### src/rtl/uart_pkg.sv
// Shared UART transmitter types: FSM state encoding, parity modes and the parity-bit helper.
package uart_pkg;

    typedef enum logic [2:0] {
        TX_IDLE   = 3'd0,
        TX_START  = 3'd1,
        TX_DATA   = 3'd2,
        TX_PARITY = 3'd3,
        TX_STOP   = 3'd4
    } tx_state_t;

    localparam int PAR_NONE = 0;
    localparam int PAR_ODD  = 1;
    localparam int PAR_EVEN = 2;

    // ones_xor is the XOR of all data bits; the result makes data+parity odd or even
    function automatic logic parity_bit(input logic ones_xor, input int mode);
        logic bit_v;
        case (mode)
            PAR_ODD:  bit_v = ~ones_xor;
            PAR_EVEN: bit_v = ones_xor;
            default:  bit_v = 1'b1;
        endcase
        return bit_v;
    endfunction

endpackage

### src/rtl/sync_fifo.sv
// Single-clock FIFO with registered count and first-word-fall-through read data.
module sync_fifo #(
    parameter int WIDTH = 8,
    parameter int DEPTH = 16
) (
    input  logic                     clk,
    input  logic                     rst_n,
    input  logic                     push,
    input  logic [WIDTH-1:0]         din,
    input  logic                     pop,
    output logic [WIDTH-1:0]         dout,
    output logic [$clog2(DEPTH):0]   count,
    output logic                     full,
    output logic                     empty
);

    localparam int AW = $clog2(DEPTH);

    logic [WIDTH-1:0] mem_r [DEPTH];
    logic [AW-1:0]    wr_ptr_r;
    logic [AW-1:0]    rd_ptr_r;
    logic [AW:0]      count_r;
    logic             push_ok_s;
    logic             pop_ok_s;

    assign full      = (count_r == (AW+1)'(DEPTH));
    assign empty     = (count_r == {(AW+1){1'b0}});
    assign push_ok_s = push && !full;
    assign pop_ok_s  = pop && !empty;
    assign dout      = mem_r[rd_ptr_r];
    assign count     = count_r;

    // Pointer and occupancy bookkeeping; pointers wrap naturally since DEPTH is a power of two
    always_ff @(posedge clk or negedge rst_n) begin
        if (!rst_n) begin
            wr_ptr_r <= {AW{1'b0}};
            rd_ptr_r <= {AW{1'b0}};
            count_r  <= {(AW+1){1'b0}};
        end else begin
            if (push_ok_s) begin
                wr_ptr_r <= wr_ptr_r + AW'(1'b1);
            end
            if (pop_ok_s) begin
                rd_ptr_r <= rd_ptr_r + AW'(1'b1);
            end
            case ({push_ok_s, pop_ok_s})
                2'b10:   count_r <= count_r + (AW+1)'(1'b1);
                2'b01:   count_r <= count_r - (AW+1)'(1'b1);
                default: count_r <= count_r;
            endcase
        end
    end

    // Storage array; contents need no reset because the pointers define validity
    always_ff @(posedge clk) begin
        if (push_ok_s) begin
            mem_r[wr_ptr_r] <= din;
        end
    end

endmodule

### src/rtl/uart_tx_fifo.sv
// UART transmitter fed by a FIFO: configurable word length, parity and stop bits, back-to-back frames.
module uart_tx_fifo
    import uart_pkg::*;
#(
    parameter int CLKS_PER_BIT = 417,
    parameter int DATA_BITS    = 8,
    parameter int PARITY       = 0,
    parameter int STOP_BITS    = 1,
    parameter int FIFO_DEPTH   = 16
) (
    input  logic                          clk48,
    input  logic                          rst_n,
    input  logic                          i_TX_DV,
    input  logic [DATA_BITS-1:0]          i_TX_Byte,
    output logic                          o_TX_Ready,
    output logic                          o_TX_Overflow,
    output logic [$clog2(FIFO_DEPTH):0]   o_FIFO_Count,
    output logic                          o_TX_Serial,
    output logic                          o_TX_Active,
    output logic                          o_TX_Done
);

    localparam int                BAUD_W     = $clog2(CLKS_PER_BIT);
    localparam logic [BAUD_W-1:0] BAUD_LAST  = BAUD_W'(CLKS_PER_BIT - 1);
    localparam logic [BAUD_W-1:0] BAUD_ZERO  = {BAUD_W{1'b0}};
    localparam logic [2:0]        DATA_LAST  = 3'(DATA_BITS - 1);
    localparam logic [2:0]        STOP_LAST  = 3'(STOP_BITS - 1);
    localparam bit                HAS_PARITY = (PARITY != PAR_NONE);

    tx_state_t             state_r, state_s;
    logic [BAUD_W-1:0]     baud_r, baud_s;
    logic [2:0]            bit_r, bit_s;
    logic [DATA_BITS-1:0]  shreg_r, shreg_s;
    logic                  par_r, par_s;
    logic                  serial_r, serial_s;
    logic                  active_r, active_s;
    logic                  done_r, done_s;
    logic                  avail_r;
    logic                  ovf_r;
    logic                  pop_s;
    logic                  baud_end_s;
    logic [DATA_BITS-1:0]  fifo_dout_s;
    logic                  fifo_full_s;
    logic                  fifo_empty_s;

    sync_fifo #(
        .WIDTH (DATA_BITS),
        .DEPTH (FIFO_DEPTH)
    ) u_fifo (
        .clk   (clk48),
        .rst_n (rst_n),
        .push  (i_TX_DV),
        .din   (i_TX_Byte),
        .pop   (pop_s),
        .dout  (fifo_dout_s),
        .count (o_FIFO_Count),
        .full  (fifo_full_s),
        .empty (fifo_empty_s)
    );

    assign baud_end_s    = (baud_r == BAUD_LAST);
    assign o_TX_Ready    = !fifo_full_s;
    assign o_TX_Overflow = ovf_r;
    assign o_TX_Serial   = serial_r;
    assign o_TX_Active   = active_r;
    assign o_TX_Done     = done_r;

    // Next-state logic; line outputs are decoded from the next state so the flops track the FSM exactly
    always_comb begin
        state_s = state_r;
        bit_s   = bit_r;
        shreg_s = shreg_r;
        par_s   = par_r;
        pop_s   = 1'b0;
        if (state_r == TX_IDLE) begin
            baud_s = BAUD_ZERO;
        end else begin
            baud_s = baud_end_s ? BAUD_ZERO : baud_r + BAUD_W'(1'b1);
        end

        case (state_r)
            TX_IDLE: begin
                // avail_r adds one cycle of registration before the first pop out of idle
                if (avail_r && !fifo_empty_s) begin
                    pop_s   = 1'b1;
                    shreg_s = fifo_dout_s;
                    par_s   = 1'b0;
                    bit_s   = 3'd0;
                    state_s = TX_START;
                end else begin
                    state_s = TX_IDLE;
                end
            end
            TX_START: begin
                if (baud_end_s) begin
                    bit_s   = 3'd0;
                    state_s = TX_DATA;
                end else begin
                    state_s = TX_START;
                end
            end
            TX_DATA: begin
                if (baud_end_s) begin
                    par_s   = par_r ^ shreg_r[0];
                    shreg_s = shreg_r >> 1;
                    if (bit_r == DATA_LAST) begin
                        bit_s   = 3'd0;
                        state_s = HAS_PARITY ? TX_PARITY : TX_STOP;
                    end else begin
                        bit_s   = bit_r + 3'd1;
                    end
                end else begin
                    state_s = TX_DATA;
                end
            end
            TX_PARITY: begin
                if (baud_end_s) begin
                    bit_s   = 3'd0;
                    state_s = TX_STOP;
                end else begin
                    state_s = TX_PARITY;
                end
            end
            TX_STOP: begin
                if (baud_end_s && (bit_r == STOP_LAST)) begin
                    if (avail_r && !fifo_empty_s) begin
                        pop_s   = 1'b1;
                        shreg_s = fifo_dout_s;
                        par_s   = 1'b0;
                        bit_s   = 3'd0;
                        state_s = TX_START;
                    end else begin
                        state_s = TX_IDLE;
                    end
                end else if (baud_end_s) begin
                    bit_s = bit_r + 3'd1;
                end else begin
                    state_s = TX_STOP;
                end
            end
            default: begin
                state_s = TX_IDLE;
            end
        endcase

        case (state_s)
            TX_START:  serial_s = 1'b0;
            TX_DATA:   serial_s = shreg_s[0];
            TX_PARITY: serial_s = parity_bit(par_s, PARITY);
            default:   serial_s = 1'b1;
        endcase
        active_s = (state_s != TX_IDLE);
        done_s   = (state_s == TX_STOP) && (baud_s == BAUD_LAST) && (bit_s == STOP_LAST);
    end

    // FSM, counters, shift register and registered line outputs
    always_ff @(posedge clk48 or negedge rst_n) begin
        if (!rst_n) begin
            state_r  <= TX_IDLE;
            baud_r   <= BAUD_ZERO;
            bit_r    <= 3'd0;
            shreg_r  <= {DATA_BITS{1'b0}};
            par_r    <= 1'b0;
            serial_r <= 1'b1;
            active_r <= 1'b0;
            done_r   <= 1'b0;
            avail_r  <= 1'b0;
            ovf_r    <= 1'b0;
        end else begin
            state_r  <= state_s;
            baud_r   <= baud_s;
            bit_r    <= bit_s;
            shreg_r  <= shreg_s;
            par_r    <= par_s;
            serial_r <= serial_s;
            active_r <= active_s;
            done_r   <= done_s;
            avail_r  <= !fifo_empty_s;
            ovf_r    <= i_TX_DV && fifo_full_s;
        end
    end

endmodule

### config.mk
export PLATFORM = sky130hd
export DESIGN_NAME = uart_tx_fifo
export DESIGN_NICKNAME = d
export VERILOG_FILES = /design/src/rtl/uart_pkg.sv /design/src/rtl/sync_fifo.sv /design/src/rtl/uart_tx_fifo.sv
export SDC_FILE = /design/constraint.sdc
export NUM_CORES = 1
export LEC_CHECK = 0
export BUFFER_PORTS_ARGS = -buffer_cell sky130_fd_sc_hd__buf_2
export CORE_MARGIN = 8
export CORE_UTILIZATION = 40
export CTS_BUF_LIST = sky130_fd_sc_hd__clkbuf_4 sky130_fd_sc_hd__clkbuf_8
export DETAILED_ROUTE_END_ITERATION = 10
export GPL_TIMING_DRIVEN = 0
export PLACE_DENSITY = 0.57
export SYNTH_ARGS = -nofsm -noshare
export SYNTH_HDL_FRONTEND = slang
export SYNTH_SLANG_ARGS = --single-unit
export TNS_END_PERCENT = 30
### constraint.sdc
create_clock -name clk48 -period 4.55 [get_ports clk48]
set_input_delay 0.455 -clock clk48 [delete_from_list [all_inputs] [get_ports clk48]]
set_output_delay 0.455 -clock clk48 [all_outputs]
set_load 0.05 [all_outputs]
==> results of run 1 <==
==> final cells by class <==
class	count	area (µm²)
Inverter	18	70.1
Fill cell	1617	10200
Clock inverter	15	178
Tap cell	234	293
Sequential cell	169	4870
Timing Repair Buffer	20	100
Multi-Input combinational cell	247	2370
Clock buffer	17	234
Buffer	22	178
==> cells in the mapped netlist, drive strengths merged, types with 6 or more instances <==
cell type,instances,share of area (%)
edfxtp,128,51
dfrtp,40,13
mux4,31,9.9
nor2,31,1.9
nand2,24,1.2
inv,18,0.94
ha,15,2.5
a21oi,13,0.87
a211oi,12,1.5
clkbuf,12,1.5
buf,10,0.84
o21ai,10,0.67
mux2i,9,1.2
nand4,9,0.92
xnor2,9,1.1
xor2,8,0.94
nand3,7,0.47
nor3,7,0.47
a221o,6,0.80
==> final timing paths <==
path                             from                  to  slack (ns)  cells past startpoint
max                         baud_r[2]     u_fifo.count[4]        1.03                     13
min                             rst_n     u_fifo.count[3]        0.12                      1
max reg2reg                 baud_r[2]     u_fifo.count[4]        1.03                     13
min reg2reg                shreg_r[7]          shreg_r[7]        0.51                      1
max in group asynchronous       rst_n  u_fifo.rd_ptr_r[3]        3.87                      1
min in group clk48            i_TX_DV       o_TX_Overflow        0.26                      2
==> per-layer routing <==
metal,up-vias,routed length (µm)
met3,13,861
met1,2036,6530
met4,0,157
li1,1867,-
met5,-,0
met2,87,7260
==> power by group through the flow <==
stage | Clock [W] | Sequential [W] | Combinational, W
floorplan | 0 | 0.00211 | 0.00108
global placement | 0 | 0.00204 | 0.00152
detailed placement | 0 | 0.00205 | 0.00156
CTS | 0.00112 | 0.00202 | 0.00156
global route | 0.00118 | 0.00205 | 0.00169
finish | 0.00110 | 0.00202 | 0.00153
==> per-stage QoR <==
stage | instance area [µm²] | hold slack, ns
floorplan | 7460 | 0.159
global placement | 7860 | 0.477
detailed placement | 7880 | 0.484
CTS | 8290 | 0.142
global route | 8290 | 0.196
finish | 8290 | 0.120
==> kinds of logic after synthesis <==
kind of cell,count (synthesis)
xor gates and xnor gates,17
adders and majority gates,16
muxes,42
DFF,169
AOI/OAI and AO/OA,64
and+or+nand+nor,108
buffers and inverters,40
==> sequential cells by signal, indices dropped and copies added, names as in the netlist, 3 cells and up <==
| signal | count |
|---|---|
| u_fifo.count | 5 |
| baud_r | 9 |
| u_fifo.wr_ptr_r | 4 |
| bit_r | 3 |
| state_r | 3 |
| shreg_r | 8 |
| u_fifo.rd_ptr_r | 4 |
| u_fifo.mem_r | 128 |
==> critical path: stages (launching register included) <==
cell	delay, ns
sky130_fd_sc_hd__dfrtp_1	0.38
sky130_fd_sc_hd__clkbuf_8	0.16
sky130_fd_sc_hd__or4b_4	0.60
sky130_fd_sc_hd__o31ai_2	0.34
sky130_fd_sc_hd__nand4_2	0.24
sky130_fd_sc_hd__inv_1	0.23
sky130_fd_sc_hd__ha_1	0.25
sky130_fd_sc_hd__inv_1	0.10
sky130_fd_sc_hd__fa_1	0.40
sky130_fd_sc_hd__nor2b_1	0.12
sky130_fd_sc_hd__o21ai_0	0.09
sky130_fd_sc_hd__and3_1	0.19
sky130_fd_sc_hd__nor3_1	0.20
sky130_fd_sc_hd__xor2_1	0.16
==> run summary, run 1 <==
=====================================================================================
Final setup TNS                                                                  0 ns
GR Layer Usage met2                                                             21.8%
Required time of the worst setup path                                         4.94 ns
Final setup violating endpoints                                                     0
Critical Path Start Type                                                    flip-flop
P_sw                                                                        0.00164 W
Vias per Instance                                                                5.39
Hold Vio Cnt, Final                                                                 0
Clock latency of the later-clocked register in the worst-skew pair            0.46 ns
Simple-Gate Fraction of Synth Area                                              8.23%
Fraction of layout instances using a drive strength above 1                     23.4%
Root Buffer Master                                                       sky130_fd_sc_hd__clkbuf_8
Combinational fraction of design power                                          33.0%
Setup repair after global routing missed its margin                                no
Number of remaining DRC errors                                                      0
Post-place setup slack                                                        1.01 ns
Post-CTS repair timing setup buffer count                                           0
Antenna violation net count after detailed routing                                  0
Synthesized area                                                             7460 µm²
Tightest Pin Transition                                                       1.03 ns
Nets                                                                              522
Headroom to the max-slew limit                                                  30.8%
CTS tree                                                                        built
Met3 track utilization from global routing                                      4.65%
Number of global-route vias before repair                                        4182
Total of max-cap violations                                                         0
# H-tree levels                                                                     4
Yosys warning total                                                                 0
Power density cells                                                        561 nW/µm²
Min Tclk post-route                                                           3.52 ns
Part of the total power dissipated in sequential elements                       43.4%
Fraction of power spent switching nets                                          35.2%
Row count                                                                          50
Internal power contribution                                                 0.00301 W
Placer's final routability congestion estimate                                  0.826
Clock Tree Buf Depth                                                                2
Global-route wire length before repair                                        23.8 mm
Number of hold buffers added after cts                                              0
Die Y-Extent                                                                   153 µm
Remaining global-route overflow                                                     0
Final wirelength                                                              14.8 mm
CTS Buf Count                                                                      17
XOR/XNOR share of the synthesized area                                          1.99%
Most used cells in the layout excluding fill and tap cells               sky130_fd_sc_hd__edfxtp_1 (128), sky130_fd_sc_hd__dfrtp_1 (40), sky130_fd_sc_hd__nor2_1 (28), sky130_fd_sc_hd__clkbuf_8 (24), sky130_fd_sc_hd__nand2_1 (24)
Clock slew seen by the registers of the worst setup and hold paths            0.10 ns
Hpwl dp                                                                       9.60 mm
Number of diodes                                                                    0
Synthesized area per cell                                                    16.4 µm²
Proportion of synthesized chip area in sequential cells                         65.3%
Worst clock skew                                                            0.0107 ns
Antenna violations before repair                                                    0
Number of register bits inferred by synthesis                                     169
Synthesized netlist cell count                                                    456
Maximum number of pins on one net before global-route repair                       42
Finished Core Util                                                              44.8%
Layer with the highest usage                                                     met2
Overall power consumption                                                   0.00465 W
Post-Synth Adder-Cell Area                                                      2.78%
Final cell count without fillers                                                  742
Critical path type                                                            reg2reg
Core Region                                                                 18500 µm²
Worst Path Arrival                                                            3.91 ns
Count of cells resized by post-cts repair                                           0
Fin. max-slew vios                                                                  0
Count of distinct cell types in the synthesized netlist                            66
FMAX                                                                        0.284 GHz
Top-level port count                                                               21
Leakage dissipation                                                           2.96 nW
Share of synthesized area spent on multiplexers                                 11.4%
Area growth from synthesis to layout                                            11.0%
Largest family of logic cells by synthesized area                        multiplexers
Final period utilization                                                        77.3%
GRT Overall Usage                                                               13.4%
Critical-path maximum fanout                                                        8
Port-buffer cells                                                                  20
Initial standard-cell utilization of the core                                   40.3%
Relative contribution of the clock network to total power                       23.6%
Die Footprint                                                               23300 µm²
Met1 track demand over resource                                                 16.5%
Placed Cells incl. Taps                                                           710
Peak supply drop                                                             0.261 mV
Detailed-routing iteration count for the pre-antenna-repair pass                    5
Sinks on the clock net                                                            169
Synth async-reset ratio                                                         24.3%
Class of the most critical hold timing path                                  in2async
Wire length per cell after detailed routing                                   19.9 µm
DR iter-0 viols                                                                   193
Most frequent standard cell in the layout excluding fill and tap cells   sky130_fd_sc_hd__edfxtp_1
Number of enable flip-flop cells after synthesis                                  128
Compound-gate portion of the synthesized area                                   7.01%
Status                                                                   complete, no violations
DIE WIDTH                                                                      153 µm
Net count after synthesis                                                         483
CP endpoint kind                                                            flip-flop
Post-synth top flop                                                      sky130_fd_sc_hd__edfxtp_1
Worst Slack Setup Final                                                       1.03 ns
Total via count in the routed design                                             4003
=====================================================================================
Power figures use the tool's default switching activity.
==> inputs of run 2 (changes only) <==
Settings changed: ABC_AREA from default to 1.
Clock period 4.55 ns to 3.3 ns, I/O delays scaled along.
==> run summary, run 2 <==
=====================================================================================
Sum of buffers and inverters on the critical path                                   4   +1
Count of distinct cell types in the synthesized netlist                            38   -42%
Most used cells in the layout excluding fill and tap cells               sky130_fd_sc_hd__nor2_1 (132), sky130_fd_sc_hd__edfxtp_1 (128), sky130_fd_sc_hd__nand2_1 (98), sky130_fd_sc_hd__o21ai_0 (66), sky130_fd_sc_hd__inv_1 (57)
GR Layer Usage met2                                                             27.5%   +5.6 points
Nets                                                                              786   +51%
Fin. max-slew vios                                                                  0   unchanged
Power density cells                                                        813 nW/µm²   +45%
Worst Path Arrival                                                            3.44 ns   -0.47 ns
# H-tree levels                                                                     4   unchanged
Overall power consumption                                                   0.00686 W   +48%
Synthesized area per cell                                                    10.6 µm²   -35%
Die Y-Extent                                                                   154 µm   +0.85%
Post-place setup slack                                                       0.187 ns   -0.828 ns
Die Footprint                                                               23700 µm²   +1.7%
Detailed-routing iteration count for the pre-antenna-repair pass                    5   unchanged
XOR/XNOR share of the synthesized area                                          1.15%   -0.84 points
Final wirelength                                                              19.0 mm   +28%
Area of combinational cells with multiple inputs                             2370 µm²   +0.32%
Layer with the highest usage                                                     met2
Critical Path Start Type                                                    flip-flop
Number of global-route vias before repair                                        5239   +25%
Compound-gate portion of the synthesized area                                   8.64%   +1.6 points
Longest individual stage delay on the worst path                              0.43 ns   -0.17 ns
Number of enable flip-flop cells after synthesis                                  128   unchanged
Relative contribution of the clock network to total power                       22.4%   -1.2 points
Max FFs per register                                                              128   unchanged
Remaining global-route overflow                                                     0   unchanged
P_sw                                                                        0.00277 W   +69%
Wire length per cell after detailed routing                                   18.9 µm   -5.2%
Standard cell area after detailed placement                                  8000 µm²   +1.5%
Required time of the worst setup path                                         3.69 ns   -1.25 ns
Number of diodes                                                                    0   unchanged
Final period utilization                                                        92.5%   +15 points
DIE WIDTH                                                                      154 µm   +0.85%
Count of filler cells inserted in the layout                                     1749   +8.2%
Fraction of power spent switching nets                                          40.4%   +5.2 points
Synthesized area                                                             7610 µm²   +1.9%
Core Region                                                                 18700 µm²   +1.0%
Number of register bits inferred by synthesis                                     169   unchanged
Headroom to the max-slew limit                                                  16.6%   -14 points
Clock latency of the later-clocked register in the worst-skew pair            0.46 ns   about the same
Worst hold slack after final layout                                       -0.00254 ns   -0.123 ns
Area of all placed cells without fillers                                     8440 µm²   +1.9%
Tightest Pin Transition                                                       1.25 ns   +0.211 ns
Hpwl dp                                                                       12.6 mm   +31%
Synthesized netlist cell count                                                    716   +57%
Number of remaining DRC errors                                                      0   unchanged
Sinks on the clock net                                                            169   unchanged
Synth async-reset ratio                                                         24.3%   unchanged
Largest family of logic cells by synthesized area                        simple AND/OR/NAND/NOR gates
Most area-consuming cells after synthesis                                sky130_fd_sc_hd__edfxtp_1 (51%), sky130_fd_sc_hd__dfrtp_1 (13%), sky130_fd_sc_hd__nor2_1 (6.5%)
Top-level port count                                                               21   unchanged
Top-count cell post-synth                                                sky130_fd_sc_hd__nor2_1
Port-buffer cells                                                                  20   unchanged
Largest regs                                                             u_fifo.mem_r x128, baud_r x9, shreg_r x8
Peak supply drop                                                             0.414 mV   +59%
Post-synth top flop                                                      sky130_fd_sc_hd__edfxtp_1
DR iter-0 viols                                                                   450   +130%
CP top delay family                                                      simple AND/OR/NAND/NOR gates
Critical-path maximum fanout                                                       10   +2
Fraction of layout instances using a drive strength above 1                     13.1%   -10 points
Status                                                                   finished with violations
Clock slew seen by the registers of the worst setup and hold paths            0.09 ns   about the same
Net count after synthesis                                                         743   +54%
Post-Synth Adder-Cell Area                                                      2.73%   -0.052 points
Clock Tree Buf Depth                                                                2   unchanged
Finished Core Util                                                              45.1%   +0.37 points
Row count                                                                          50   unchanged
Final setup TNS                                                                  0 ns   unchanged
FMAX                                                                        0.328 GHz   +15%
Critical path's slowest cell                                             sky130_fd_sc_hd__dfrtp_1
Combinational fraction of design power                                          36.7%   +3.7 points
Met1 track demand over resource                                                 20.4%   +3.8 points
Min Tclk post-route                                                           3.05 ns   -0.466 ns
Most numerous cell types in the synthesized netlist                      sky130_fd_sc_hd__nor2_1 (132), sky130_fd_sc_hd__edfxtp_1 (128), sky130_fd_sc_hd__nand2_1 (98)
Proportion of synthesized chip area in sequential cells                         64.0%   -1.2 points
CTS tree                                                                        built
Maximum number of pins on one net before global-route repair                       42   unchanged
Met3 track utilization from global routing                                      3.67%   -0.98 points
R2R Setup Slk                                                                 0.25 ns   -0.78 ns
Global-route wire length before repair                                        29.4 mm   +24%
Area growth from synthesis to layout                                            11.0%   about the same
Class of the most critical hold timing path                                  in2async
Total via count in the routed design                                             5370   +34%
Total of max-cap violations                                                         0   unchanged
CP endpoint kind                                                            flip-flop
Initial standard-cell utilization of the core                                   40.7%   +0.35 points
Largest Register                                                         u_fifo.mem_r
Vias per Instance                                                                5.34   -1.1%
Simple-Gate Fraction of Synth Area                                              18.7%   +10 points
Root Buffer Master                                                       sky130_fd_sc_hd__clkbuf_8
Leakage dissipation                                                           3.27 nW   +11%
Share of synthesized area spent on multiplexers                                    0%   -11 points
Yosys warning total                                                                 0   unchanged
Antenna violations before repair                                                    0   unchanged
Critical path type                                                            reg2reg
Placer's final routability congestion estimate                                  0.879   +6.5%
Share of Yosys cell area claimed by the top area cell type                      50.5%   -0.96 points
Setup repair after global routing missed its margin                                no
Part of the total power dissipated in sequential elements                       40.9%   -2.5 points
Largest area contributor in the synthesized netlist                      sky130_fd_sc_hd__edfxtp_1
Most frequent standard cell in the layout excluding fill and tap cells   sky130_fd_sc_hd__nor2_1
Worst Slack Setup Final                                                      0.248 ns   -0.784 ns
Hold Vio Cnt, Final                                                                 3   +3
Worst clock skew                                                            0.0138 ns   +0.00306 ns
CTS Buf Count                                                                      17   unchanged
Final setup violating endpoints                                                     0   unchanged
Antenna violation net count after detailed routing                                  0   unchanged
GRT Overall Usage                                                               16.4%   +3.0 points
Area taken by flip-flops and latches                                         4870 µm²   unchanged
Number of hold buffers added after cts                                              0   unchanged
Violations in the final reports                                           hold timing
Series of cell instances along the critical path                         inv_1 -> ha_1 -> nand2_2 -> nor2_4 -> nand3_4 -> a21oi_4 -> nand2_4 -> inv_2 -> buf_6 -> ha_2 -> inv_1 -> fa_1 -> nor2_1 -> a211oi_1 -> nand2_1 -> nand2_1 -> nor2_1 -> xor2_1
Internal power contribution                                                 0.00409 W   +36%
=====================================================================================
## run 2: cell count changes in the layout (fill, tap and decap cells not counted), moves of 9 or more
| cell | delta |
|---|---|
| sky130_fd_sc_hd__mux2i_1 | -9 |
| sky130_fd_sc_hd__mux4_2 | -20 |
| sky130_fd_sc_hd__o21ai_0 | +56 |
| sky130_fd_sc_hd__nor2_1 | +104 |
| sky130_fd_sc_hd__o211ai_1 | +14 |
| sky130_fd_sc_hd__nand3_1 | +47 |
| sky130_fd_sc_hd__mux4_1 | -11 |
| sky130_fd_sc_hd__nand2_1 | +74 |
| sky130_fd_sc_hd__inv_1 | +41 |
| sky130_fd_sc_hd__clkbuf_1 | +10 |
## run 2: metrics by stage
stage               instances  hold slack, ns
finish                   1006        -0.00254
global route             1006          0.0613
CTS                      1002          0.0151
detailed placement        970           0.487
global placement          970           0.483
floorplan                 716          0.0344
## run 2: worst register-to-register path: stages, from the launching register on
cell and delay [ns]:
sky130_fd_sc_hd__dfrtp_1 0.43, sky130_fd_sc_hd__inv_1 0.11, sky130_fd_sc_hd__ha_1 0.19, sky130_fd_sc_hd__nand2_2 0.08, sky130_fd_sc_hd__nor2_4 0.15, sky130_fd_sc_hd__nand3_4 0.14, sky130_fd_sc_hd__a21oi_4 0.23, sky130_fd_sc_hd__nand2_4 0.09
sky130_fd_sc_hd__inv_2 0.07, sky130_fd_sc_hd__buf_6 0.14, sky130_fd_sc_hd__ha_2 0.23, sky130_fd_sc_hd__inv_1 0.09, sky130_fd_sc_hd__fa_1 0.39, sky130_fd_sc_hd__nor2_1 0.13, sky130_fd_sc_hd__a211oi_1 0.07, sky130_fd_sc_hd__nand2_1 0.07
sky130_fd_sc_hd__nand2_1 0.04, sky130_fd_sc_hd__nor2_1 0.16, sky130_fd_sc_hd__xor2_1 0.16
## run 2: cell families (layout without fill, tap and decap cells)
group                    Yosys count  after routing
buffers and inverters             90            146
XOR/XNOR                          10             10
flip-flops                       169            169
AND/OR/NAND/NOR                  320            320
AO/OA/AOI/OAI                    111            111
adder cells (fa/ha/maj)           16             16
## run 2: power groups by stage
stage | clock (W) | combinational [W] | sequential, W
floorplan | 0 | 0.00157 | 0.00293
detailed placement | 0 | 0.00250 | 0.00285
global route | 0.00164 | 0.00278 | 0.00284
CTS | 0.00157 | 0.00251 | 0.00281
global placement | 0 | 0.00244 | 0.00284
finish | 0.00154 | 0.00252 | 0.00281
## run 2: layout make-up
type,instances,share of cell area [%]
buffer,26,1.45
clock buffer,18,2.86
tap,234,3.47
sequential,169,57.7
timing repair buffer,24,1.54
inverter,64,2.86
clock inverter,14,2.02
multi-input combinational,457,28.1
## run 2: metal layers
layer	part of all wire, %	vias up
met4	2.5	0
met1	43	2633
met2	49	162
li1	-	2542
met3	6.0	33
met5	0	-
## run 2: final timing paths
path	start	end	cells after the start
hold reg to reg	shreg_r[3]	shreg_r[3]	2
max in group asynchronous	rst_n	u_fifo.count[1]	1
setup / recovery	baud_r[0]	u_fifo.count[4]	18
min in group clk48	i_TX_DV	o_TX_Overflow	3
hold / removal	rst_n	baud_r[8]	1
setup reg to reg	baud_r[0]	u_fifo.count[4]	18
## run 2: timing repair
item                                    in CTS  in global routing
gates resized for setup                      0                  1
endpoints found under the setup margin       0                  1
buffers inserted                             0                  4
